<file path="src/rtl/q2_alu_seq.sv">
`timescale 1ns/1ps
`default_nettype none
// ============================================================================
// Module      : q2_alu_seq
// Description : Word-level sequencer for the Q2 bit-serial ALU slice. Shifts
//               operands LSB-first into the slice and gathers the result word.
//               Optional zero-detect output enabled by Q2_ALU_SEQ_ZERO_EN.
// Revision    : 1.0 - initial release
// ============================================================================
module q2_alu_seq #(
    parameter int WIDTH = 12
) (
    input  logic             clk,
    input  logic             rst,
    input  logic             start,
    output logic             ready,
    input  logic [1:0]       op,
    input  logic [WIDTH-1:0] a_in,
    input  logic [WIDTH-1:0] x_in,
    input  logic             flag_in,
    output logic             alu_a0,
    output logic             alu_x0,
    output logic             alu_x1,
    output logic             alu_f,
    output logic             alu_op3,
    output logic             alu_op4,
    input  logic             alu_out,
    input  logic             alu_cout,
    output logic [WIDTH-1:0] result,
    output logic             flag_out,
`ifdef Q2_ALU_SEQ_ZERO_EN
    output logic             zero,
`endif
    output logic             done
);

    localparam int                 c_CNT_W = $clog2(WIDTH);
    localparam logic [c_CNT_W-1:0] c_LAST  = c_CNT_W'(WIDTH - 1);

    typedef enum logic [1:0] {
        S_IDLE  = 2'd0,
        S_SHIFT = 2'd1,
        S_DONE  = 2'd2
    } state_t;

    state_t             r_state;
    state_t             w_state_next;

    logic [1:0]         r_op;
    logic [WIDTH-1:0]   r_a_sh;
    logic [WIDTH-1:0]   r_x_sh;
    logic [WIDTH-1:0]   r_res_sh;
    logic [c_CNT_W-1:0] r_cnt;
    logic               r_shin;
    logic               r_f;
    logic [WIDTH-1:0]   r_result;
    logic               r_flag;
`ifdef Q2_ALU_SEQ_ZERO_EN
    logic               r_zero;
`endif

    logic               w_shift;
    logic               w_last;
    logic               w_accept;
    logic [WIDTH-1:0]   w_res_next;
    logic               w_f_next;

    assign w_shift    = (r_state == S_SHIFT);
    assign w_last     = (r_cnt == c_LAST);
    assign w_accept   = (r_state == S_IDLE) && start;
    assign w_res_next = {alu_out, r_res_sh[WIDTH-1:1]};
    // Rotate keeps only the bit shifted out at position 0 as its final flag
    assign w_f_next   = (r_op == 2'b11 && r_cnt != '0) ? r_f : alu_cout;

    assign alu_a0  = w_shift & r_a_sh[0];
    assign alu_x0  = w_shift & r_x_sh[0];
    assign alu_x1  = w_shift & (w_last ? r_shin : r_x_sh[1]);
    assign alu_f   = w_shift & r_f;
    assign alu_op3 = r_op[0];
    assign alu_op4 = r_op[1];

    assign result   = r_result;
    assign flag_out = r_flag;
`ifdef Q2_ALU_SEQ_ZERO_EN
    assign zero     = r_zero;
`endif

    always_ff @(posedge clk) begin
        if (rst) begin
            r_state <= S_IDLE;
        end else begin
            r_state <= w_state_next;
        end
    end

    always_comb begin
        w_state_next = r_state;
        ready        = 1'b0;
        done         = 1'b0;
        case (r_state)
            S_IDLE: begin
                ready = 1'b1;
                if (start) begin
                    w_state_next = S_SHIFT;
                end
            end
            S_SHIFT: begin
                if (w_last) begin
                    w_state_next = S_DONE;
                end
            end
            S_DONE: begin
                done         = 1'b1;
                w_state_next = S_IDLE;
            end
            default: begin
                w_state_next = S_IDLE;
            end
        endcase
    end

    always_ff @(posedge clk) begin
        if (rst) begin
            r_op     <= '0;
            r_a_sh   <= '0;
            r_x_sh   <= '0;
            r_res_sh <= '0;
            r_cnt    <= '0;
            r_shin   <= 1'b0;
            r_f      <= 1'b0;
            r_result <= '0;
            r_flag   <= 1'b0;
`ifdef Q2_ALU_SEQ_ZERO_EN
            r_zero   <= 1'b0;
`endif
        end else if (w_accept) begin
            r_op   <= op;
            r_a_sh <= a_in;
            r_x_sh <= x_in;
            r_cnt  <= '0;
            r_shin <= flag_in;
            // Pass/nor run the flag as an all-zero tracker seeded with 1
            r_f    <= op[1] ? flag_in : 1'b1;
        end else if (w_shift) begin
            r_res_sh <= w_res_next;
            r_a_sh   <= r_a_sh >> 1;
            r_x_sh   <= r_x_sh >> 1;
            r_f      <= w_f_next;
            if (w_last) begin
                r_cnt    <= '0;
                r_result <= w_res_next;
                r_flag   <= w_f_next;
`ifdef Q2_ALU_SEQ_ZERO_EN
                r_zero   <= (w_res_next == '0);
`endif
            end else begin
                r_cnt <= r_cnt + c_CNT_W'(1);
            end
        end
    end

endmodule
`default_nettype wire
</file>
<file path="config.mk">
export PLATFORM = sky130hd
export DESIGN_NAME = q2_alu_seq
export DESIGN_NICKNAME = d
export VERILOG_FILES = /design/src/rtl/q2_alu_seq.sv
export SDC_FILE = /design/constraint.sdc
export NUM_CORES = 1
export LEC_CHECK = 0
export BUFFER_PORTS_ARGS = -buffer_cell sky130_fd_sc_hd__buf_4
export CAP_MARGIN = 15
export CORE_UTILIZATION = 28
export CTS_BUF_LIST = sky130_fd_sc_hd__clkbuf_16
export CTS_CLUSTER_DIAMETER = 60
export DETAILED_ROUTE_END_ITERATION = 16
export PLACE_DENSITY = 0.46
export SYNTH_ARGS = -nofsm -noshare
export SYNTH_HDL_FRONTEND = slang
export SYNTH_SLANG_ARGS = --single-unit
</file>
<file path="constraint.sdc">
create_clock -name clk -period 3.5 [get_ports clk]
set_input_delay 0.35 -clock clk [delete_from_list [all_inputs] [get_ports clk]]
set_output_delay 0.35 -clock clk [all_outputs]
set_load 0.05 [all_outputs]
</file>
After elaboration in Yosys (flattened, before gate mapping). Index checks and enable logic that the tools add are counted.

Bits in read-only memories: 0. Output and inout port bits: 21. Register bits after elaboration: 59. Bits in writable memories: 0. Memories kept: 0. Bits of input ports: 32. Latch bits: 0. Logic and storage cells: 46.

Divide/modulo/power cells: 0. Mux-type cells: 15. Bitwise logic cells: 5. Add/subtract/negate cells: 1. Eq/ne operators: 6. Multipliers: 0. Reductions and logical operators: 9. Order comparisons: 0. Shifts and indexed selects: 0.

Operator list (number): 2-to-1 mux 12 bit (4); 2-to-1 mux 1 bit (7); adder 4 x 1 -> 4 bit, second input constant (1); bitwise AND 1 bit (4); equality test 2 bit, second input constant (2); equality test 4 bit, second input constant (1); 2-to-1 mux 2 bit (2); 2-to-1 mux 4 bit (1); case mux 2 bit (2 select lines) (1); AND reduction 2 bit (2); nonzero test 4 bit (1); AND reduction 3 bit (1); equality test 2 x 1 -> 1 bit, second input constant (1); logical AND 1 bit (2); logical NOT 2 bit (1); inequality test 2 x 1 -> 1 bit, second input constant (1); inequality test 2 bit, second input constant (1); nonzero test 2 bit (1); OR reduction 2 bit (1); inverter 1 bit (1).

Logic depth before layout (Yosys ltp). Gate-level depths: netlist of the first run.

Depth after elaboration: 5. Gate-level depth with buffers: 7.

Worst setup path after synthesis of the first run. No wires, ideal clock.

Kind: flip-flop to output port. From: register r_state[1]. To: output done. Path buffers: 3. Required time: 3150 ps. Path slack: 1608 ps. Stages on the path, launching flop included: 5. Arrival time: 1542 ps. Path through: dfxtp_1 buf_4 buf_2 buf_2 nor2b_1.

Longest elaborated chain between the ends: 2.

RTL lines: start: declaration (RTL line 46) `state_t r_state;`; start signal: assignment (RTL line 92) `r_state <= w_state_next;`; equality test 2 bit (RTL line 100) `case (r_state)`; 2-to-1 mux 1 bit (RTL line 100); end: declaration (RTL line 34) `output logic done`.

No other way between the ends.

Final worst setup path of the first run.
From: register r_state[1]. To: output alu_a0.

Longest elaborated chain between the ends: 2.

RTL lines: equality test 2 x 1 -> 1 bit (RTL line 68) `assign w_shift = (r_state == S_SHIFT);`; bitwise AND 1 bit (RTL line 75) `assign alu_a0 = w_shift & r_a_sh[0];`; end: declaration (RTL line 21) `output logic alu_a0,`.

No other way between the ends.

==> results by group, run 1 <==
Status
  • Outcome: complete, no violations

Floorplan
  • Initial Util: 0.292
  • Full die area: 10,100 um^2
  • Die width: 101 um
  • Num rows: 35
  • Top Ports: 53
  • Die height: 101 um
  • Total core area: 9330 um^2

Clocking
  • CTS Buf Count: 9
  • H-Tree Depth: 3
  • Clk Latency, worst-skew pair: 0.33 ns
  • Bufs on Longest Clock Path: 2
  • Hold_buf cts: 0
  • CTS tree: yes
  • Clock Sinks: 58
  • CTS root buf: clkbuf_16
  • CTS resizes: 0
  • Worst-path clk slew: about 0.060 ns
  • Setup Fix Bufs, Post-CTS: 0

Yosys
  • Unique masters post-synth: 33
  • Cells after Synth: 351
  • Post-synth EDFFs: 0
  • Mean Syn Cell Area: 7.77 um^2
  • Synth Flop Type: dfxtp_1
  • Flops & latches, synth: 58
  • Syn. warnings: 0
  • Syn Std Cell Area: 2730 um^2
  • Post-Syn Nets: 385
  • Register area share after synthesis: 0.426
  • FFs w/ async S/R, synth: 0

Power and ir drop
  • Net switching power: 482 uW
  • Comb power frac: 0.104
  • Sequential power share: 0.366
  • PwrDens: 558 nW/um^2
  • VDD IR max: 0.234 mV
  • Overall power: 1960 uW
  • Cell leakage power: ~0.0014 uW
  • Sw Ratio: 0.246
  • Clock power frac: 0.529
  • Cell Int Power: roughly 1500 uW

STA
  • Fin crit period: 2.34 ns
  • Fin. Hold Viols: 0
  • FMAX: 427 MHz
  • Final slew viol count: 0
  • Final hold slack: about 0.28 ns
  • Fin crit share: 0.669
  • Final setup TNS: 0 ns
  • Clock skew: 0.00838 ns
  • Slew headroom: 0.417
  • Setup violators final: 0
  • RSZ-0062 raised after global routing: false
  • Worst-margin pin slew: ~0.87 ns

Final layout
  • Antenna diodes: 0
  • Commonest cells after routing, fill and taps aside: a21oi_1 (68), dfxtp_1 (58), buf_4 (57), nand2_1 (56), nor2_1 (55)
  • Area growth syn-to-layout: 28.9%
  • Share of layout cells above drive strength 1: 0.243
  • Non-filler cells, final: 524
  • # nets final: 424
  • Register cell area after layout: 1160 um^2
  • # fillers: 984
  • Final Cell Area: 3510 um^2
  • Area of the multi-input gates: approximately 1400 um^2
  • Commonest non-fill, non-tap cell in the layout: a21oi_1

Placed design
  • HPWL after DPL: 4510 um
  • Placed cell count: 508
  • # port buffers: 52
  • Final Wtd Congestion: 0.735
  • Post-DP Area: 3160 um^2

Route
  • Initial DRC Count: 99
  • Vias after detailed routing: 2,480
  • Post-Route WL: a little under 7000 um
  • WL per Instance: 13.2 um
  • # DRC: 0
  • Drt first pass iters: 5
  • Routed Antenna Nets: 0
  • Via density: 4.73

Worst setup path
  • CP Launch Type: register
  • CP Capture Type: output pin
  • Max Fanout on Critical Path: 27
  • Worst Path Arrival: 1.99 ns
  • WP data required: 3.15 ns
  • RR Startpoint: r_state[0]
  • Flop-to-flop setup slack: 1.21 ns
  • FF-to-FF path depth: 5
  • Crit path from: r_state[1]
  • Classification of the worst setup path: reg -> out
  • CP endpoint: alu_a0
  • Worst r2r dst: result[7]

Job
  • Max_cap viols: 0

Global routing
  • Vias in the first global route: 2,354
  • Gr usage total: 0.147
  • Grt ovf: 0
  • Initial antenna violation count: 0
  • First-pass GRT wire length: 11,600 um
  • Largest net degree at the start of global routing: 56

Min path
  • Worst hold path type: in -> reg
[through the flow]
| stage | setup WS [ns] | utilization |
|---|---|---|
| after floorplan | 1.61 | - |
| after global placement | 1.27 | 0.339 |
| after detailed placement | 1.15 | 0.339 |
| after CTS | 1.13 | 0.377 |
| after global routing | 0.884 | 0.377 |
| final | 1.16 | 0.377 |
[cell usage after synthesis (2+ instances only)]
| master | instances | area [um^2] |
|---|---|---|
| a21oi_1 | 68 | 340 |
| dfxtp_1 | 58 | 1160 |
| nand2_1 | 56 | 210 |
| nor2_1 | 55 | 206 |
| inv_1 | 15 | 56.3 |
| buf_2 | 11 | 55.1 |
| clkbuf_1 | 11 | 41.3 |
| nand3_1 | 11 | 55.1 |
| nor2b_1 | 11 | 68.8 |
| a2111oi_2 | 10 | 150 |
| o221a_2 | 10 | 113 |
| buf_4 | 4 | 30.0 |
| nand2b_1 | 4 | 25.0 |
| and2_1 | 3 | 18.8 |
| buf_6 | 2 | 22.5 |
| ha_1 | 2 | 25.0 |
| nor3_1 | 2 | 10.0 |
| o21ai_0 | 2 | 10.0 |
| o22ai_1 | 2 | 12.5 |
[final cells by class]
type	count	share of cell area
clock buffers	9	0.0641
inverters	15	0.0160
flip-flops and latches	58	0.330
clock inverters	7	0.0356
well taps	129	0.0459
repair buffers	57	0.122
multi-input cells	249	0.386
[power by group through the flow]
stage | Sequential, uW | Combinational, uW | Clock [uW]
finish | 718 | 204 | 1040
global route | 722 | 229 | 1090
CTS | 718 | 208 | 1050
detailed placement | 732 | 207 | 0
global placement | 731 | 205 | 0
floorplan | 729 | 145 | 0
[flip-flops by register name, summed over array words and instances, names as in the netlist]
register	cells
r_x_sh	12
r_f	1
r_shin	1
result	12
r_cnt	4
r_res_sh	11
r_state	2
r_op	2
flag_out	1
r_a_sh	12
[critical path, stage by stage, from the launching register on]
cell     delay [ns]
dfxtp_1        0.30
buf_4          0.21
and2b_1        0.71
and2_1         0.24
buf_4          0.20
[layer usage]
metal  vias to the layer above  wire (um)  track usage
li1                       1268          -            -
met1                      1147       3380        0.192
met2                        58       3130        0.227
met3                         7        321       0.0479
met4                         0         97       0.0535
met5                         -          0            0
[worst min path at each step]
stage	from	endpoint	slack (ns)	cells after the start
after floorplan	r_res_sh[1]	result[0]	0.43	2
after global placement	result[4]	result[4]	0.45	2
after detailed placement	result[11]	result[11]	0.45	2
after CTS	alu_out	result[11]	0.28	3
after global routing	op[1]	r_op[1]	0.29	3
final	alu_out	result[11]	0.28	3
[kinds of logic after synthesis]
| group | Yosys count | synth area share |
|---|---|---|
| simple gates | 150 | 0.245 |
| flops | 58 | 0.426 |
| compound gates | 95 | 0.237 |
| mux | 1 | 0.00367 |
| buf+inv | 44 | 0.0766 |
| xor+xnor | 1 | 0.00321 |
| fa+ha+maj | 2 | 0.00917 |
Power figures use the tool's default switching activity.
==> run 2: changes to the inputs <==
--- a/config.mk
+++ b/config.mk
@@ -5,13 +5,14 @@
 export SDC_FILE = /design/constraint.sdc
 export NUM_CORES = 1
 export LEC_CHECK = 0
+export ABC_AREA = 1
 export BUFFER_PORTS_ARGS = -buffer_cell sky130_fd_sc_hd__buf_4
 export CAP_MARGIN = 15
 export CORE_UTILIZATION = 28
 export CTS_BUF_LIST = sky130_fd_sc_hd__clkbuf_16
 export CTS_CLUSTER_DIAMETER = 60
 export DETAILED_ROUTE_END_ITERATION = 16
-export PLACE_DENSITY = 0.46
+export PLACE_DENSITY = 0.47
 export SYNTH_ARGS = -nofsm -noshare
 export SYNTH_HDL_FRONTEND = slang
 export SYNTH_SLANG_ARGS = --single-unit
==> constraint.sdc (replaced) <==
create_clock -name clk -period 2.2 [get_ports clk]
set_input_delay 0.22 -clock clk [delete_from_list [all_inputs] [get_ports clk]]
set_output_delay 0.22 -clock clk [all_outputs]
set_load 0.05 [all_outputs]
==> results by group, run 2 <==
Yosys
  • Syn Std Cell Area: 2350 um^2 (was 2730 um^2)
  • Cells after Synth: 300 (was 351)
  • Post-Syn Nets: 334 (was 385)
  • Cell taking the most area after synthesis: dfxtp_1 (unchanged)
  • Synth Flop Type: dfxtp_1 (unchanged)
  • Most frequent cell after synthesis: nand2_1 (was a21oi_1)
  • Post-synth top cells: nand2_1 (85), dfxtp_1 (58), inv_1 (29) (was a21oi_1 (68), dfxtp_1 (58), nand2_1 (56))
  • Post-synth EDFFs: 0 (unchanged)
  • Register area share after synthesis: 0.495 (was 0.426)
  • Flops & latches, synth: 58 (unchanged)
  • Syn. warnings: 0 (unchanged)
  • Mean Syn Cell Area: 7.82 um^2 (was 7.77 um^2)
  • Yosys top cell area share: 0.495 (was 0.426)
  • Top post-synthesis cells by area: dfxtp_1 (49%), nand2_1 (14%), a31oi_1 (5.6%) (was dfxtp_1 (43%), a21oi_1 (12%), nand2_1 (7.7%))
  • FFs w/ async S/R, synth: 0 (unchanged)
  • Unique masters post-synth: 26 (was 33)

Min path
  • Hold path start: alu_out (unchanged)
  • Worst hold path type: in -> reg (unchanged)
  • Hold Path End: result[11] (unchanged)
  • Number of cells on the worst hold path: 3 (unchanged)

Worst setup path
  • Sequence of cells on the critical path: nand2_2, inv_4, nand2_1, o21ai_0, buf_4 (was buf_4, and2b_1, and2_1, buf_4)
  • FF-to-FF path depth: 7 (was 5)
  • Classification of the worst setup path: reg -> out (unchanged)
  • Worst r2r dst: r_f (was result[7])
  • Crit path from: r_state[0] (was r_state[1])
  • CP Capture Type: output pin (unchanged)
  • Flop-to-flop setup slack: 0.68 ns (was 1.21 ns)
  • RR Startpoint: r_state[1] (was r_state[0])
  • Worst Path Arrival: 1.77 ns (was 1.99 ns)
  • Slowest stage delay, CP: 0.40 ns (was 0.71 ns)
  • WP data required: 1.98 ns (was 3.15 ns)
  • CP max stage cell: dfxtp_1 (was and2b_1)
  • Max Fanout on Critical Path: 26 (was 27)
  • CP Launch Type: register (unchanged)

Route
  • # DRC: 0 (unchanged)
  • Routed Antenna Nets: 0 (unchanged)
  • Top layer in use: met4 (unchanged)
  • WL per Instance: 11.7 um (was 13.2 um)
  • Met2 Wirelength: 2280 um (was 3130 um)
  • Via density: 4.47 (was 4.73)
  • Initial DRC Count: 75 (was 99)
  • Routed length on met3: 342 um (was 321 um)
  • Drt first pass iters: 4 (was 5)
  • Met1 Wirelength: 2650 um (was 3380 um)
  • Vias after detailed routing: 2,045 (was 2,480)
  • Post-Route WL: 5350 um (was 6930 um)

Floorplan
  • Initial Util: 0.287 (was 0.292)
  • Die width: 93.6 um (was 101 um)
  • Num rows: 33 (was 35)
  • Total core area: 8180 um^2 (was 9330 um^2)
  • Top Ports: 53 (unchanged)
  • Die height: 93.6 um (was 101 um)
  • Full die area: 8750 um^2 (was 10,100 um^2)

Clocking
  • Clock Sinks: 58 (unchanged)
  • Setup Fix Bufs, Post-CTS: 0 (unchanged)
  • H-Tree Depth: 3 (unchanged)
  • Clk Latency, worst-skew pair: 0.32 ns (was 0.33 ns)
  • Hold_buf cts: 0 (unchanged)
  • CTS resizes: 0 (unchanged)
  • Worst-path clk slew: 0.05 ns (was 0.06 ns)
  • CTS Buf Count: 9 (unchanged)
  • Bufs on Longest Clock Path: 2 (unchanged)
  • CTS root buf: clkbuf_16 (unchanged)
  • CTS tree: yes (unchanged)

Job
  • Max_cap viols: 0 (unchanged)

Final layout
  • Commonest cells after routing, fill and taps aside: nand2_1 (85), dfxtp_1 (58), buf_4 (54), inv_1 (31) (was a21oi_1 (68), dfxtp_1 (58), buf_4 (57), nand2_1 (56), nor2_1 (55))
  • Commonest non-fill, non-tap cell in the layout: nand2_1 (was a21oi_1)
  • Area growth syn-to-layout: 28.6% (was 28.9%)
  • Non-filler cells, final: 458 (was 524)
  • Antenna diodes: 0 (unchanged)
  • # nets final: 382 (was 424)
  • # fillers: 900 (was 984)
  • Share of layout cells above drive strength 1: 0.207 (was 0.243)

Placed design
  • Placed cell count: 442 (was 508)
  • HPWL after DPL: 3510 um (was 4510 um)
  • Final Wtd Congestion: 0.794 (was 0.735)
  • # port buffers: 52 (unchanged)

Power and ir drop
  • PwrDens: 856 nW/um^2 (was 558 nW/um^2)
  • Cell leakage power: 0.00125 uW (was 0.00143 uW)
  • VDD IR max: 0.355 mV (was 0.234 mV)

STA
  • Worst-margin pin slew: 0.392 ns (was 0.871 ns)
  • Setup violators final: 0 (unchanged)
  • Final setup TNS: 0 ns (unchanged)
  • Clock skew: 0.00547 ns (was 0.00838 ns)
  • RSZ-0062 raised after global routing: false (unchanged)
  • Fin. Hold Viols: 0 (unchanged)
  • Slew headroom: 0.738 (was 0.417)
  • FMAX: between 500 and 600 MHz
  • Fin crit period: between 1.5 and 2 ns
  • Final slew viol count: 0 (unchanged)
  • Fin crit share: 0.904

Global routing
  • Gr usage total: 0.136 (was 0.147)
  • First-pass GRT wire length: 9030 um (was 11,600 um)
  • Largest net degree at the start of global routing: 30 (was 56)
  • Grt ovf: 0 (unchanged)
  • Vias in the first global route: 1,956 (was 2,354)
  • Initial antenna violation count: 0 (unchanged)

Status
  • Outcome: complete, no violations (unchanged)
## run 2: changes by cell type in the layout (fill, tap and decap cells not counted), sizes merged, moves of 4 or more
cell,previous run,this run
a2111oi,10,0
a21oi,68,19
a31oi,1,21
inv,16,33
nand2,56,87
nand2b,4,0
nand3,11,15
nor2,56,15
nor2b,11,0
o21ai,2,31
o221a,10,0
## run 2: logic make-up after synthesis
family                   Yosys count  share of synthesized area
AO/OA/AOI/OAI                     74                      0.172
adder cells (fa/ha/maj)            2                     0.0107
buffers and inverters             48                      0.104
flip-flops                        58                      0.495
AND/OR/NAND/NOR                  118                      0.219
## run 2: metal layers
layer	track usage	vias up
li1	-	1074
met1	0.164	912
met2	0.209	51
met3	0.0528	8
met4	0.0692	0
met5	0	-
## run 2: where the power goes
| group | switching (uW) | internal, uW | leakage (uW) |
|---|---|---|---|
| clock | 444 | 734 | 0.000134 |
| combinational | 167 | 101 | 0.000641 |
| sequential | 28.0 | 1110 | 0.000474 |
| total | 639 | 1950 | 0.00125 |
## run 2: final cells by class
cell class	count	area (um^2)	share of cell area
Sequential cell	58	1160	0.385
Multi-Input combinational cell	194	942	0.312
Timing Repair Buffer	54	405	0.134
Clock buffer	9	225	0.0746
Tap cell	105	131	0.0435
Inverter	31	124	0.0410
Clock inverter	7	28.8	0.00954
## run 2: worst max-delay path by stage
stage | depth (start not counted) | endpoint | slack [ns]
2_1_floorplan | 4 | alu_x1 | 0.15
3_3_place_gp | 5 | alu_x1 | 0.57
3_5_place_dp | 5 | alu_x1 | 0.53
4_1_cts | 5 | alu_x1 | 0.18
5_1_grt | 5 | alu_x1 | 0.05
6_report | 5 | alu_x1 | 0.21
## run 2: through the flow
| step | hold slack, ns | util | instance area [um^2] | total power [uW] | setup slack (ns) |
|---|---|---|---|---|---|
| global placement | 0.431 | 0.338 | 2760 | 1430 | 0.571 |
| global route | 0.137 | 0.369 | 3020 | 2720 | 0.0503 |
| floorplan | 0.323 | - | 2350 | 1350 | 0.148 |
| CTS | 0.0985 | 0.369 | 3020 | 2630 | 0.185 |
| detailed placement | 0.433 | 0.338 | 2760 | 1430 | 0.534 |
| finish | 0.114 | 0.369 | 3020 | 2580 | 0.212 |
## run 2: critical path: cells and delay by family, from the launching register on
family                 cells  cell delay [ns]
AOI/OAI and AO/OA          1             0.20
buffers and inverters      2             0.52
DFF                        1             0.40
and+or+nand+nor            2             0.32
